[src/rtl/fifo_write_ctrl_if.sv]
// Write-side bus of a synchronous FIFO: push request, read pointer feedback, RAM lane ports, status.
// Latency: none, wires only.
// Backpressure: producer gates push_cnt on free_cnt; words beyond free space are dropped.
interface fifo_write_ctrl_if #(
   parameter int DEPTH    = 6,
   parameter int PUSH_MAX = 2
);
   localparam int IDX_W = $clog2(DEPTH);
   localparam int PTR_W = IDX_W + 1;
   localparam int CNT_W = $clog2(DEPTH + 1);
   localparam int REQ_W = $clog2(PUSH_MAX + 1);

   logic [REQ_W-1:0]          push_cnt;
   logic [PTR_W-1:0]          r_ptr;
   logic                      clr_ovf;
   logic [PTR_W-1:0]          w_ptr;
   logic [PUSH_MAX*IDX_W-1:0] w_addr;
   logic [PUSH_MAX-1:0]       w_en;
   logic                      full;
   logic                      almost_full;
   logic [CNT_W-1:0]          free_cnt;
   logic                      overflow;

   // Producer / read-side view: drives requests and the read pointer.
   modport master (
      output push_cnt, r_ptr, clr_ovf,
      input  w_ptr, w_addr, w_en, full, almost_full, free_cnt, overflow
   );

   // Controller view.
   modport slave (
      input  push_cnt, r_ptr, clr_ovf,
      output w_ptr, w_addr, w_en, full, almost_full, free_cnt, overflow
   );
endinterface

[src/rtl/fifo_write_ctrl.sv]
// Write pointer controller for arbitrary-depth FIFOs accepting up to PUSH_MAX words per cycle.
// Latency: zero-cycle acceptance (lane enables combinational); pointer/overflow registered.
// Backpressure: accepts min(request, free space); excess words are dropped and flag sticky overflow.
module fifo_write_ctrl #(
   parameter int DEPTH     = 6,
   parameter int PUSH_MAX  = 2,
   parameter int AF_THRESH = 4
) (
   input logic              clk,
   input logic              rst,
   fifo_write_ctrl_if.slave bus
);
   localparam int IDX_W = $clog2(DEPTH);
   localparam int PTR_W = IDX_W + 1;
   localparam int CNT_W = $clog2(DEPTH + 1);
   localparam int REQ_W = $clog2(PUSH_MAX + 1);
   // Common width for comparing request against free space.
   localparam int AW    = (CNT_W > REQ_W) ? CNT_W : REQ_W;
   // Index plus one carry bit; holds w_idx + anything up to DEPTH without loss.
   localparam int SW    = IDX_W + 1;

   logic [PTR_W-1:0]          w_ptr_q;
   logic [PTR_W-1:0]          w_ptr_d;
   logic                      ovf_q;
   logic                      w_ph;
   logic                      r_ph;
   logic [IDX_W-1:0]          w_idx;
   logic [IDX_W-1:0]          r_idx;
   logic [CNT_W-1:0]          occ;
   logic [CNT_W-1:0]          free;
   logic [AW-1:0]             req;
   logic [AW-1:0]             free_a;
   logic [AW-1:0]             acc;
   logic                      ovf_set;
   logic [SW-1:0]             lane;
   logic [SW-1:0]             nxt_sum;
   logic [SW-1:0]             nxt_wrap;
   logic [PUSH_MAX-1:0]       w_en_c;
   logic [PUSH_MAX*IDX_W-1:0] w_addr_c;

   assign w_ph  = w_ptr_q[IDX_W];
   assign w_idx = w_ptr_q[IDX_W-1:0];
   assign r_ph  = bus.r_ptr[IDX_W];
   assign r_idx = bus.r_ptr[IDX_W-1:0];

   // Occupancy from registered write pointer and live read pointer; phase bit resolves wrap.
   always_comb begin
      occ = '0;
      if (w_ph == r_ph) begin
         occ = CNT_W'(w_idx) - CNT_W'(r_idx);
      end else begin
         occ = CNT_W'(DEPTH) - CNT_W'(r_idx) + CNT_W'(w_idx);
      end
      free = CNT_W'(DEPTH) - occ;
   end

   // Clamp the request, then accept only what fits; anything left over is an overflow.
   always_comb begin
      req = AW'(bus.push_cnt);
      if (req > AW'(PUSH_MAX)) begin
         req = AW'(PUSH_MAX);
      end
      free_a  = AW'(free);
      ovf_set = (req > free_a);
      acc     = ovf_set ? free_a : req;
   end

   // Per-lane RAM index wraps at DEPTH; addresses are driven regardless of enable.
   always_comb begin
      w_en_c   = '0;
      w_addr_c = '0;
      lane     = '0;
      for (int i = 0; i < PUSH_MAX; i++) begin
         lane = {1'b0, w_idx} + SW'(i);
         if (lane >= SW'(DEPTH)) begin
            lane = lane - SW'(DEPTH);
         end
         w_addr_c[i*IDX_W +: IDX_W] = lane[IDX_W-1:0];
         w_en_c[i]                  = (AW'(i) < acc);
      end
   end

   // Next write pointer: advance by accepted words, toggling phase when the index wraps.
   always_comb begin
      nxt_sum  = {1'b0, w_idx} + SW'(acc);
      nxt_wrap = nxt_sum - SW'(DEPTH);
      w_ptr_d  = w_ptr_q;
      if (nxt_sum >= SW'(DEPTH)) begin
         w_ptr_d = {~w_ph, nxt_wrap[IDX_W-1:0]};
      end else begin
         w_ptr_d = {w_ph, nxt_sum[IDX_W-1:0]};
      end
   end

   // Pointer and sticky overflow; a new overflow takes priority over a clear request.
   always_ff @(posedge clk or negedge rst) begin
      if (!rst) begin
         w_ptr_q <= '0;
         ovf_q   <= 1'b0;
      end else begin
         w_ptr_q <= w_ptr_d;
         if (ovf_set) begin
            ovf_q <= 1'b1;
         end else if (bus.clr_ovf) begin
            ovf_q <= 1'b0;
         end
      end
   end

   assign bus.w_ptr       = w_ptr_q;
   assign bus.w_addr      = w_addr_c;
   assign bus.w_en        = w_en_c;
   assign bus.full        = (occ == CNT_W'(DEPTH));
   assign bus.almost_full = (occ >= CNT_W'(AF_THRESH));
   assign bus.free_cnt    = free;
   assign bus.overflow    = ovf_q;
endmodule

[src/flat_wrapper.sv]
// flat-port wrapper written by rule: the top's interface ports become plain ports
module fifo_write_ctrl_flat 
#(
   parameter int DEPTH     = 6,
   parameter int PUSH_MAX  = 2,
   parameter int AF_THRESH = 4
)
  (clk, rst, bus_push_cnt, bus_r_ptr, bus_clr_ovf, bus_w_ptr, bus_w_addr, bus_w_en, bus_full, bus_almost_full, bus_free_cnt, bus_overflow);
  fifo_write_ctrl_if #(.DEPTH(DEPTH), .PUSH_MAX(PUSH_MAX)) bus_i ();
  input logic clk;
  input logic rst;
  input wire logic [$bits(bus_i.push_cnt)-1:0] bus_push_cnt;
  input wire logic [$bits(bus_i.r_ptr)-1:0] bus_r_ptr;
  input wire logic [$bits(bus_i.clr_ovf)-1:0] bus_clr_ovf;
  output wire logic [$bits(bus_i.w_ptr)-1:0] bus_w_ptr;
  output wire logic [$bits(bus_i.w_addr)-1:0] bus_w_addr;
  output wire logic [$bits(bus_i.w_en)-1:0] bus_w_en;
  output wire logic [$bits(bus_i.full)-1:0] bus_full;
  output wire logic [$bits(bus_i.almost_full)-1:0] bus_almost_full;
  output wire logic [$bits(bus_i.free_cnt)-1:0] bus_free_cnt;
  output wire logic [$bits(bus_i.overflow)-1:0] bus_overflow;
  assign bus_i.push_cnt = bus_push_cnt;
  assign bus_i.r_ptr = bus_r_ptr;
  assign bus_i.clr_ovf = bus_clr_ovf;
  assign bus_w_ptr = bus_i.w_ptr;
  assign bus_w_addr = bus_i.w_addr;
  assign bus_w_en = bus_i.w_en;
  assign bus_full = bus_i.full;
  assign bus_almost_full = bus_i.almost_full;
  assign bus_free_cnt = bus_i.free_cnt;
  assign bus_overflow = bus_i.overflow;
  fifo_write_ctrl #(.DEPTH(DEPTH), .PUSH_MAX(PUSH_MAX), .AF_THRESH(AF_THRESH)) u_core (.clk(clk), .rst(rst), .bus(bus_i));
endmodule
[config.mk]
export PLATFORM = sky130hd
export DESIGN_NAME = fifo_write_ctrl_flat
export DESIGN_NICKNAME = d
export VERILOG_FILES = /design/src/rtl/fifo_write_ctrl_if.sv /design/src/rtl/fifo_write_ctrl.sv /design/src/flat_wrapper.sv
export SDC_FILE = /design/constraint.sdc
export NUM_CORES = 1
export LEC_CHECK = 0
export BUFFER_PORTS_ARGS = -buffer_cell sky130_fd_sc_hd__buf_2
export CAP_MARGIN = 20
export CORE_MARGIN = 2
export CORE_UTILIZATION = 34
export DETAILED_ROUTE_END_ITERATION = 10
export GPL_TIMING_DRIVEN = 0
export MAX_ROUTING_LAYER = met4
export PLACE_DENSITY = 0.6
export SYNTH_ARGS = -nofsm -noshare
export SYNTH_HDL_FRONTEND = slang
export SYNTH_SLANG_ARGS = --single-unit
[constraint.sdc]
create_clock -name clk -period 3.9 [get_ports clk]
set_input_delay 0.78 -clock clk [delete_from_list [all_inputs] [get_ports clk]]
set_output_delay 0.78 -clock clk [all_outputs]
set_load 0.05 [all_outputs]
### Word-level counts from Yosys, hierarchy flattened

Index checks and enable logic that the tools add are counted.

* add/sub/neg operators: 9
* $mul: 0
* divide/modulo/power cells: 0
* order comparisons: 8
* equality and inequality tests: 2
* shifts and indexed selects: 0
* muxes and demuxes: 8
* bitwise operators: 1
* reduce and logical (&&, ||, !) cells: 1

Operators with widths (number)
* 3-bit two-way mux: 5
* 3-bit subtractor (second input constant): 3
* 4-bit by 3-bit >= comparator with 1-bit output (second input constant): 2
* 3-bit >= comparator (second input constant): 2
* 1-bit by 3-bit < comparator with 1-bit output (first input constant): 2
* 3-bit subtractor (first input constant): 2
* 3-bit by 1-bit adder with 4-bit output (second input constant): 1
* 3-bit by 3-bit adder with 4-bit output: 1
* 3-bit adder: 1
* 3-bit == test (second input constant): 1
* 2-bit by 3-bit greater-than comparator with 1-bit output: 1
* 3-bit subtractor: 1
* 2-bit greater-than comparator (second input constant): 1
* 1-bit two-way mux: 2
* 2-bit two-way mux: 1
* 2-bit nonzero test: 1
* 1-bit == test: 1
* 1-bit NOT: 1

* register bits: 5
* bits in latches: 0
* RAM bits: 0
* memory bits (read-only): 0
* input bits: 9
* output and inout port bits: 18
* logic and storage cells: 32
* memories kept: 0

### Logic depth before layout (Yosys ltp)

Gate-level depths: netlist of run 1.

* word-level depth: 9
* gate-level depth with buffers: 15
* mapped depth without buffers: 15

### Least setup slack after synthesis of run 1

No wires, ideal clock.

* kind: register to output
* start: register u_core.w_ptr_q[0], in the netlist u_core.bus.w_ptr[0]
* end: output port bus_w_en[0]
* data arrival time: 4.360 ns
* data required time: 3.120 ns
* slack: -1.240 ns
* stages on the path, launching flop included: 10
* buffers on the path: 0
* cell sequence: dfrtp_1 > inv_1 > ha_1 > fa_1 > xnor2_1 > ha_1 > xor2_1 > xnor2_1 > a211oi_4 > mux2i_1

* longest elaborated chain between the ends: 6
* elaborated cells between the ends (all ways): 7
* those cells by class: add/sub (3); order compare (2); mux (2)

Ends and longest elaborated chain
* start: declaration: RTL line fifo_write_ctrl.sv:22 `logic [PTR_W-1:0] w_ptr_q;`
* start signal: assignment: RTL line fifo_write_ctrl.sv:101 `w_ptr_q <= w_ptr_d;`
* 3-bit adder / 3-bit subtractor (equally long branches): RTL line fifo_write_ctrl.sv:52, fifo_write_ctrl.sv:50
* 3-bit two-way mux *: RTL line fifo_write_ctrl.sv:49 `if (w_ph == r_ph) begin`
* 3-bit subtractor *: RTL line fifo_write_ctrl.sv:54 `free = CNT_W'(DEPTH) - occ;`
* net bus_free_cnt[2]: RTL line flat_wrapper.sv:20 `output wire logic [$bits(bus_i.free_cnt)-1:0] bus_free_cnt;`
* 2-bit by 3-bit greater-than comparator with 1-bit output: RTL line fifo_write_ctrl.sv:64 `ovf_set = (req > free_a);`
* 3-bit two-way mux *: RTL line fifo_write_ctrl.sv:65 `acc = ovf_set ? free_a : req;`
* 1-bit by 3-bit < comparator with 1-bit output *: RTL line fifo_write_ctrl.sv:79 `w_en_c[i] = (AW'(i) < acc);`
* end: declaration: RTL line flat_wrapper.sv:17 `output wire logic [$bits(bus_i.w_en)-1:0] bus_w_en;`

Mark *: on every way through the listed nets, which the timed path passes. The rest lies on a longest branch.

### Worst setup path after layout of run 1

* start: input port bus_r_ptr[0]
* end: output port bus_w_en[0]

* longest elaborated chain between the ends: 7
* elaborated cells between the ends (all ways): 8
* those cells by class: add/sub (4); order compare (2); mux (2)

Ends and longest elaborated chain
* start: declaration: RTL line flat_wrapper.sv:13 `input wire logic [$bits(bus_i.r_ptr)-1:0] bus_r_ptr;`
* 3-bit subtractor: RTL line fifo_write_ctrl.sv:52 `occ = CNT_W'(DEPTH) - CNT_W'(r_idx) + CNT_W'(w_idx);`
* 3-bit adder: RTL line fifo_write_ctrl.sv:52
* 3-bit two-way mux *: RTL line fifo_write_ctrl.sv:49
* 3-bit subtractor *: RTL line fifo_write_ctrl.sv:54
* 2-bit by 3-bit greater-than comparator with 1-bit output: RTL line fifo_write_ctrl.sv:64
* 3-bit two-way mux *: RTL line fifo_write_ctrl.sv:65
* 1-bit by 3-bit < comparator with 1-bit output *: RTL line fifo_write_ctrl.sv:79

Every way passes the cells marked *; elsewhere a longest branch is shown, timed or not.

==> results of run 1 <==
==> per-stage QoR <==
stage / utilization, % / setup slack (ns) / instances
6_report: 56.38 / -0.009734 / 136
5_1_grt: 56.38 / -0.1573 / 136
4_1_cts: 54.62 / -0.01413 / 134
3_5_place_dp: 49.61 / -0.4412 / 127
3_3_place_gp: 49.61 / -0.4117 / 127
2_1_floorplan: - / -0.3418 / 74
==> cells by family after synthesis <==
logic type	Yosys count	synth area share, %
and+or+nand+nor	11	7.145
other	1	0.5489
buffers and inverters	13	7.692
xor gates and xnor gates	10	13.92
muxes	7	11.17
DFF	5	18.32
AOI/OAI and AO/OA	13	13.37
adders and majority gates	14	27.84
==> worst max-delay path by stage <==
stage | start | cells after the start | slack [ns] | endpoint
after floorplan | u_core.bus.w_ptr[0] | 15 | -0.34 | u_core.bus.w_ptr[3]
after detailed placement | bus_r_ptr[0] | 15 | -0.44 | u_core.bus.w_ptr[3]
after global routing | bus_r_ptr[0] | 17 | -0.16 | u_core.bus.w_ptr[3]
final | bus_r_ptr[0] | 12 | -0.01 | bus_w_en[0]
after global placement | bus_r_ptr[0] | 15 | -0.41 | u_core.bus.w_ptr[3]
after CTS | bus_r_ptr[0] | 11 | -0.01 | bus_w_en[1]
==> flip-flops by register name, indices dropped and copies added, names as in the netlist <==
register	count
u_core.bus.overflow	1
u_core.bus.w_ptr	4
==> metal layers <==
layer / vias to the layer above / track usage (%) / wire (um)
li1: 307 / - / -
met1: 274 / 16.18 / 575
met2: 13 / 23.97 / 755
met3: 2 / 0.9202 / 36
met4: 0 / 5.714 / 8
met5: - / - / 0
==> critical path, stage by stage <==
cell and delay [ns]:
sky130_fd_sc_hd__buf_6 0.10, sky130_fd_sc_hd__ha_4 0.15, sky130_fd_sc_hd__fa_1 0.48, sky130_fd_sc_hd__xnor2_2 0.18
sky130_fd_sc_hd__ha_4 0.20, sky130_fd_sc_hd__xor2_4 0.19, sky130_fd_sc_hd__xnor2_4 0.18, sky130_fd_sc_hd__a211oi_4 0.23
sky130_fd_sc_hd__buf_6 0.14, sky130_fd_sc_hd__buf_4 0.12, sky130_fd_sc_hd__mux2i_4 0.21, sky130_fd_sc_hd__buf_6 0.17
==> what timing repair did <==
item                       4_1_cts  5_1_grt
resized for setup               10        4
pin swaps                        5        3
cloned                           0        0
setup buffers                    3        2
setup endpoints to repair        5        5
==> Yosys cell counts (2+ instances only) <==
| master | n | area, um2 |
|---|---|---|
| sky130_fd_sc_hd__nand2_1 | 3 | 11.26 |
| sky130_fd_sc_hd__a21oi_1 | 2 | 10.01 |
| sky130_fd_sc_hd__nor2_1 | 5 | 18.77 |
| sky130_fd_sc_hd__dfrtp_1 | 5 | 125.1 |
| sky130_fd_sc_hd__xnor2_1 | 4 | 35.03 |
| sky130_fd_sc_hd__inv_1 | 11 | 41.29 |
| sky130_fd_sc_hd__mux2_1 | 2 | 22.52 |
| sky130_fd_sc_hd__a21o_1 | 2 | 15.01 |
| sky130_fd_sc_hd__o21ai_0 | 6 | 30.03 |
| sky130_fd_sc_hd__ha_1 | 12 | 150.1 |
| sky130_fd_sc_hd__mux2i_1 | 4 | 40.04 |
| sky130_fd_sc_hd__fa_1 | 2 | 40.04 |
| sky130_fd_sc_hd__xor2_1 | 5 | 43.79 |
==> cell type report <==
cell class | instances | area [um2]
buffer | 2 | 11.26
tap | 27 | 33.78
fill | 183 | 838.3
clock buffer | 4 | 26.28
multi-input combinational | 56 | 646.9
sequential | 5 | 126.4
inverter | 11 | 45.04
timing repair buffer | 31 | 193.9
==> results by group, run 1 <==
Critical path
  • Worst setup slack for register-to-register paths: 0.08 ns
  • Max Fanout on Critical Path: 4
  • R2R Path End: u_core.bus.w_ptr[3]
  • Data arrival time of the critical path: 3.13 ns
  • Startpoint of the worst-slack reg-to-reg timing path: u_core.bus.w_ptr[0]
  • Depth of the most critical reg-to-reg path: 17
  • Worst EP required: 3.12 ns
  • Start-to-end type of the worst setup path: input pin to primary output
  • CP endpoint kind: primary output
  • Crit start category: input pin

Floorplan
  • Die extent in y: around 49 um
  • Effective utilization at floorplan: between 30% and 40%
  • Std cell rows: 16
  • Core footprint: between 0.0015 and 0.002 mm2
  • Die area: between 0.002 and 0.0025 mm2
  • Number of placed I/O pins: 27
  • Width of the die: between 40 and 50 um

Final layout
  • Most common cell after layout, fill and taps aside: sky130_fd_sc_hd__buf_2
  • Commonest non-fill, non-tap cells in the layout: sky130_fd_sc_hd__buf_2 (23), sky130_fd_sc_hd__inv_1 (8), sky130_fd_sc_hd__ha_1 (8)
  • Area growth from synthesis to final layout: 58.61%
  • Share of final-layout standard cells stronger than drive strength 1: a little over half
  • Final cell area excluding filler cells: 0.001084 mm2
  • Fin nets: around 130
  • Antenna diode count: 0

STA
  • Maximum achievable frequency: roughly 0.26 GHz
  • Post-layout worst setup margin: -0.009734 ns
  • Tcrit/Tclk final: 100.2%
  • Time the worst path needs with I/O delays and setup: slightly below 4 ns
  • Final max-slew violation count: 0
  • Final hold violations: 0
  • Setup-violating endpoint count in the final report: 1
  • Worst hold slack: 0.3379 ns
  • Setup repair after global routing missed its margin: true
  • Clk_skew: around 0.0014 ns
  • Final-layout setup total negative slack: -0.009734 ns

Detailed routing
  • Routed length per instance: approximately 10 um
  • Routed via count: 596
  • DRC violation total after the first TritonRoute iteration: 2
  • Total detailed-routing wirelength: between 1 and 1.5 mm
  • Number of detailed-route iterations in the first pass: 3
  • Post-route antenna net violation count: 0
  • DRC errors left: 0
  • Vias per Instance: roughly 4.4

CTS
  • Worst-case clock buffer depth: 2
  • Number of buffers inserted by hold repair at cts: 0
  • CTS H-Tree Depth: 1
  • Num Clock Sinks: 5
  • Clock tree from TritonCTS: built
  • Clock-pin slew reported for the worst setup and hold paths after clock tree synthesis: ~0.04 ns
  • CTS root buffer: sky130_fd_sc_hd__clkbuf_4
  • Number of buffers created by CTS: 3
  • Clk Latency, worst-skew pair: around 0.24 ns

Placed design
  • Post-DP Area: 953.4 um2
  • HPWL after DPL: between 1 and 1.5 mm
  • RePlAce Congestion: 0.6612
  • Port Buffers: 26

Logic synthesis
  • Flops & latches, synth: 5
  • Post-synth design cell area: 683.2 um2
  • EDFF count, synth: 0
  • Mean Syn Cell Area: between 9 and 10 um2
  • Post-synthesis sequential area ratio: 18.32%
  • Cells after Synth: 74
  • Commonest register cell after synthesis: sky130_fd_sc_hd__dfrtp_1
  • Async S/R FF share, synth: 100.0%
  • Count of cell types in the netlist: 24
  • Syn nets: just under 100
  • Synth Warn #: 0

Global routing
  • First-pass GRT wire length: 2.490 mm
  • Initial antenna violation count: 0
  • GRT Residual Overflow: 0
  • Pin count of the biggest net entering global routing: 11
  • Total global routing track utilization: a little over an eighth
  • Via count of the first global-routing pass: between 600 and 700

Hold path
  • Worst Hold Class: input pin to asynchronous set/reset pin

Run status
  • Run status: finished with violations
  • Violated checks: setup timing

Job
  • Max_cap viols: 0
Power of run 1 is not shown: default switching activity piles up to over one toggle a cycle in this logic, so the estimate is an artifact.
==> run 2: changes to the inputs <==
==> constraint.sdc (replaced) <==
create_clock -name clk -period 3.9 [get_ports clk]
set_input_delay 0.78 -clock clk [delete_from_list [all_inputs] [get_ports clk]]
set_output_delay 0.78 -clock clk [all_outputs]
set_load 0.1 [all_outputs]
==> results by group, run 2 (same netlist as run 1, synthesis figures left out) <==
Final layout
  • Antenna diode count: 0
  • Share of final-layout standard cells stronger than drive strength 1: about three fifths
  • Number of flip-flops under the largest register name: 4
  • Area growth from synthesis to final layout: 70.15%
  • Commonest non-fill, non-tap cells in the layout: sky130_fd_sc_hd__buf_2 (23), sky130_fd_sc_hd__ha_1 (8), sky130_fd_sc_hd__buf_4 (7)
  • Fin nets: between 100 and 150
  • Most common cell after layout, fill and taps aside: sky130_fd_sc_hd__buf_2

Critical path
  • Worst EP required: 3.12 ns
  • Crit start category: input pin
  • Most common cell on crit path: sky130_fd_sc_hd__ha_4
  • Slowest cell on crit path: sky130_fd_sc_hd__fa_1
  • CP endpoint kind: primary output
  • Max Fanout on Critical Path: 2
  • Largest stage delay on the critical path: 0.48 ns
  • Data arrival time of the critical path: about 3.2 ns
  • Start-to-end type of the worst setup path: input pin to primary output
  • Critical path cell sequence: buf_6, ha_4, fa_1, xnor2_2, ha_4, ha_4, a21oi_4, a211oi_4, buf_4, mux2_4, buf_12

Floorplan
  • Number of placed I/O pins: 27
  • Die area: 0.002384 mm2
  • Core footprint: between 0.0015 and 0.002 mm2
  • Effective utilization at floorplan: between 30% and 40%
  • Die extent in y: 48.83 um
  • Width of the die: 48.83 um
  • Std cell rows: 16

Placed design
  • RePlAce Congestion: 0.7254
  • HPWL after DPL: roughly 1.2 mm
  • Worst Setup Slack post-DPL: -0.6577 ns
  • Port Buffers: 26

STA
  • Final-layout setup total negative slack: -0.2442 ns
  • Post-layout worst setup margin: -0.1128 ns
  • Setup repair after global routing missed its margin: true
  • Final max-slew violation count: 0
  • Maximum achievable frequency: around 0.25 GHz
  • Tcrit/Tclk final: 102.9%
  • Setup-violating endpoint count in the final report: 4
  • Time the worst path needs with I/O delays and setup: about 4 ns
  • Clk_skew: 0.003959 ns
  • Final hold violations: 0

CTS
  • CTS root buffer: sky130_fd_sc_hd__clkbuf_4
  • CTS H-Tree Depth: 1
  • Number of buffers created by CTS: 3
  • Clock-pin slew reported for the worst setup and hold paths after clock tree synthesis: ~0.04 ns
  • Clock tree from TritonCTS: built
  • Worst-case clock buffer depth: 2
  • Clk Latency, worst-skew pair: 0.24 ns
  • Num Clock Sinks: 5

Detailed routing
  • Vias per Instance: between 4 and 5
  • DRC violation total after the first TritonRoute iteration: 6
  • Number of detailed-route iterations in the first pass: 4
  • Routed length per instance: 10.65 um
  • DRC errors left: 0
  • Post-route antenna net violation count: 0
  • Total detailed-routing wirelength: between 1 and 1.5 mm
  • Routed via count: 608

Global routing
  • First-pass GRT wire length: approximately 2.4 mm
  • Pin count of the biggest net entering global routing: 11
  • Initial antenna violation count: 0
  • Via count of the first global-routing pass: 570
  • GRT Residual Overflow: 0
  • Total global routing track utilization: 13.33%

Run status
  • Run status: finished with violations
  • Violated checks: setup timing

Hold path
  • Worst Hold Class: input pin to asynchronous set/reset pin

Job
  • Max_cap viols: 0
run 2: changes by cell type in the layout (fill, tap and decap cells not counted), sizes merged:
cell and change:
clkinvlp +2, inv -2, buf +3
run 2: what timing repair did:
action	in CTS	in global routing
hold buffers	0	0
buffers inserted	5	3
setup endpoints to repair	5	5
resized for setup	17	8
pin swaps	13	12
hold endpoints to repair	0	0
run 2: metal layers:
metal / wire (um) / vias up / GRT usage (%) / share of wire, %
li1: - / 315 / - / -
met1: 653 / 276 / 16.63 / 44
met2: 774 / 15 / 22.37 / 52
met3: 38 / 2 / 0 / 2.6
met4: 14 / 0 / 7.143 / 0.95
met5: 0 / - / - / 0
run 2: critical path: cells and delay by family:
family                   cells  cell delay [ns]
buffers and inverters        3             0.42
XOR/XNOR                     1             0.26
AO/OA/AOI/OAI                2             0.29
multiplexers                 1             0.30
adder cells (fa/ha/maj)      4             1.17
run 2: cell type report:
cell class / instances / area, um2
Fill cell: 178 / 759.5
Multi-Input combinational cell: 56 / 675.6
Timing Repair Buffer: 34 / 234.0
Sequential cell: 5 / 128.9
Inverter: 11 / 52.55
Tap cell: 27 / 33.78
Clock buffer: 4 / 26.28
Buffer: 2 / 11.26
run 2: worst paths after layout:
path	start	to	slack [ns]	cells after the start
setup / recovery	bus_r_ptr[0]	bus_w_en[1]	-0.11	11
hold / removal	rst	u_core.bus.w_ptr[3]	0.34	1
setup reg to reg	u_core.bus.w_ptr[0]	u_core.bus.w_ptr[3]	0.01	16
hold reg to reg	u_core.bus.overflow	u_core.bus.overflow	0.49	1
max in group asynchronous	rst	u_core.bus.w_ptr[0]	3.41	1
min in group clk	u_core.bus.overflow	u_core.bus.overflow	0.49	1
run 2: stage by stage:
| step | cells | hold WS, ns | area [um2] | utilization [%] |
|---|---|---|---|---|
| CTS | 136 | 0.3333 | 1102 | 57.36 |
| global route | 139 | 0.3343 | 1162 | 60.48 |
| global placement | 127 | 0.4625 | 959.7 | 49.93 |
| detailed placement | 127 | 0.4799 | 959.7 | 49.93 |
| floorplan | 74 | 0.4844 | 795.8 | - |
| finish | 139 | 0.3384 | 1162 | 60.48 |
Power of run 2 is left out for the same reason.
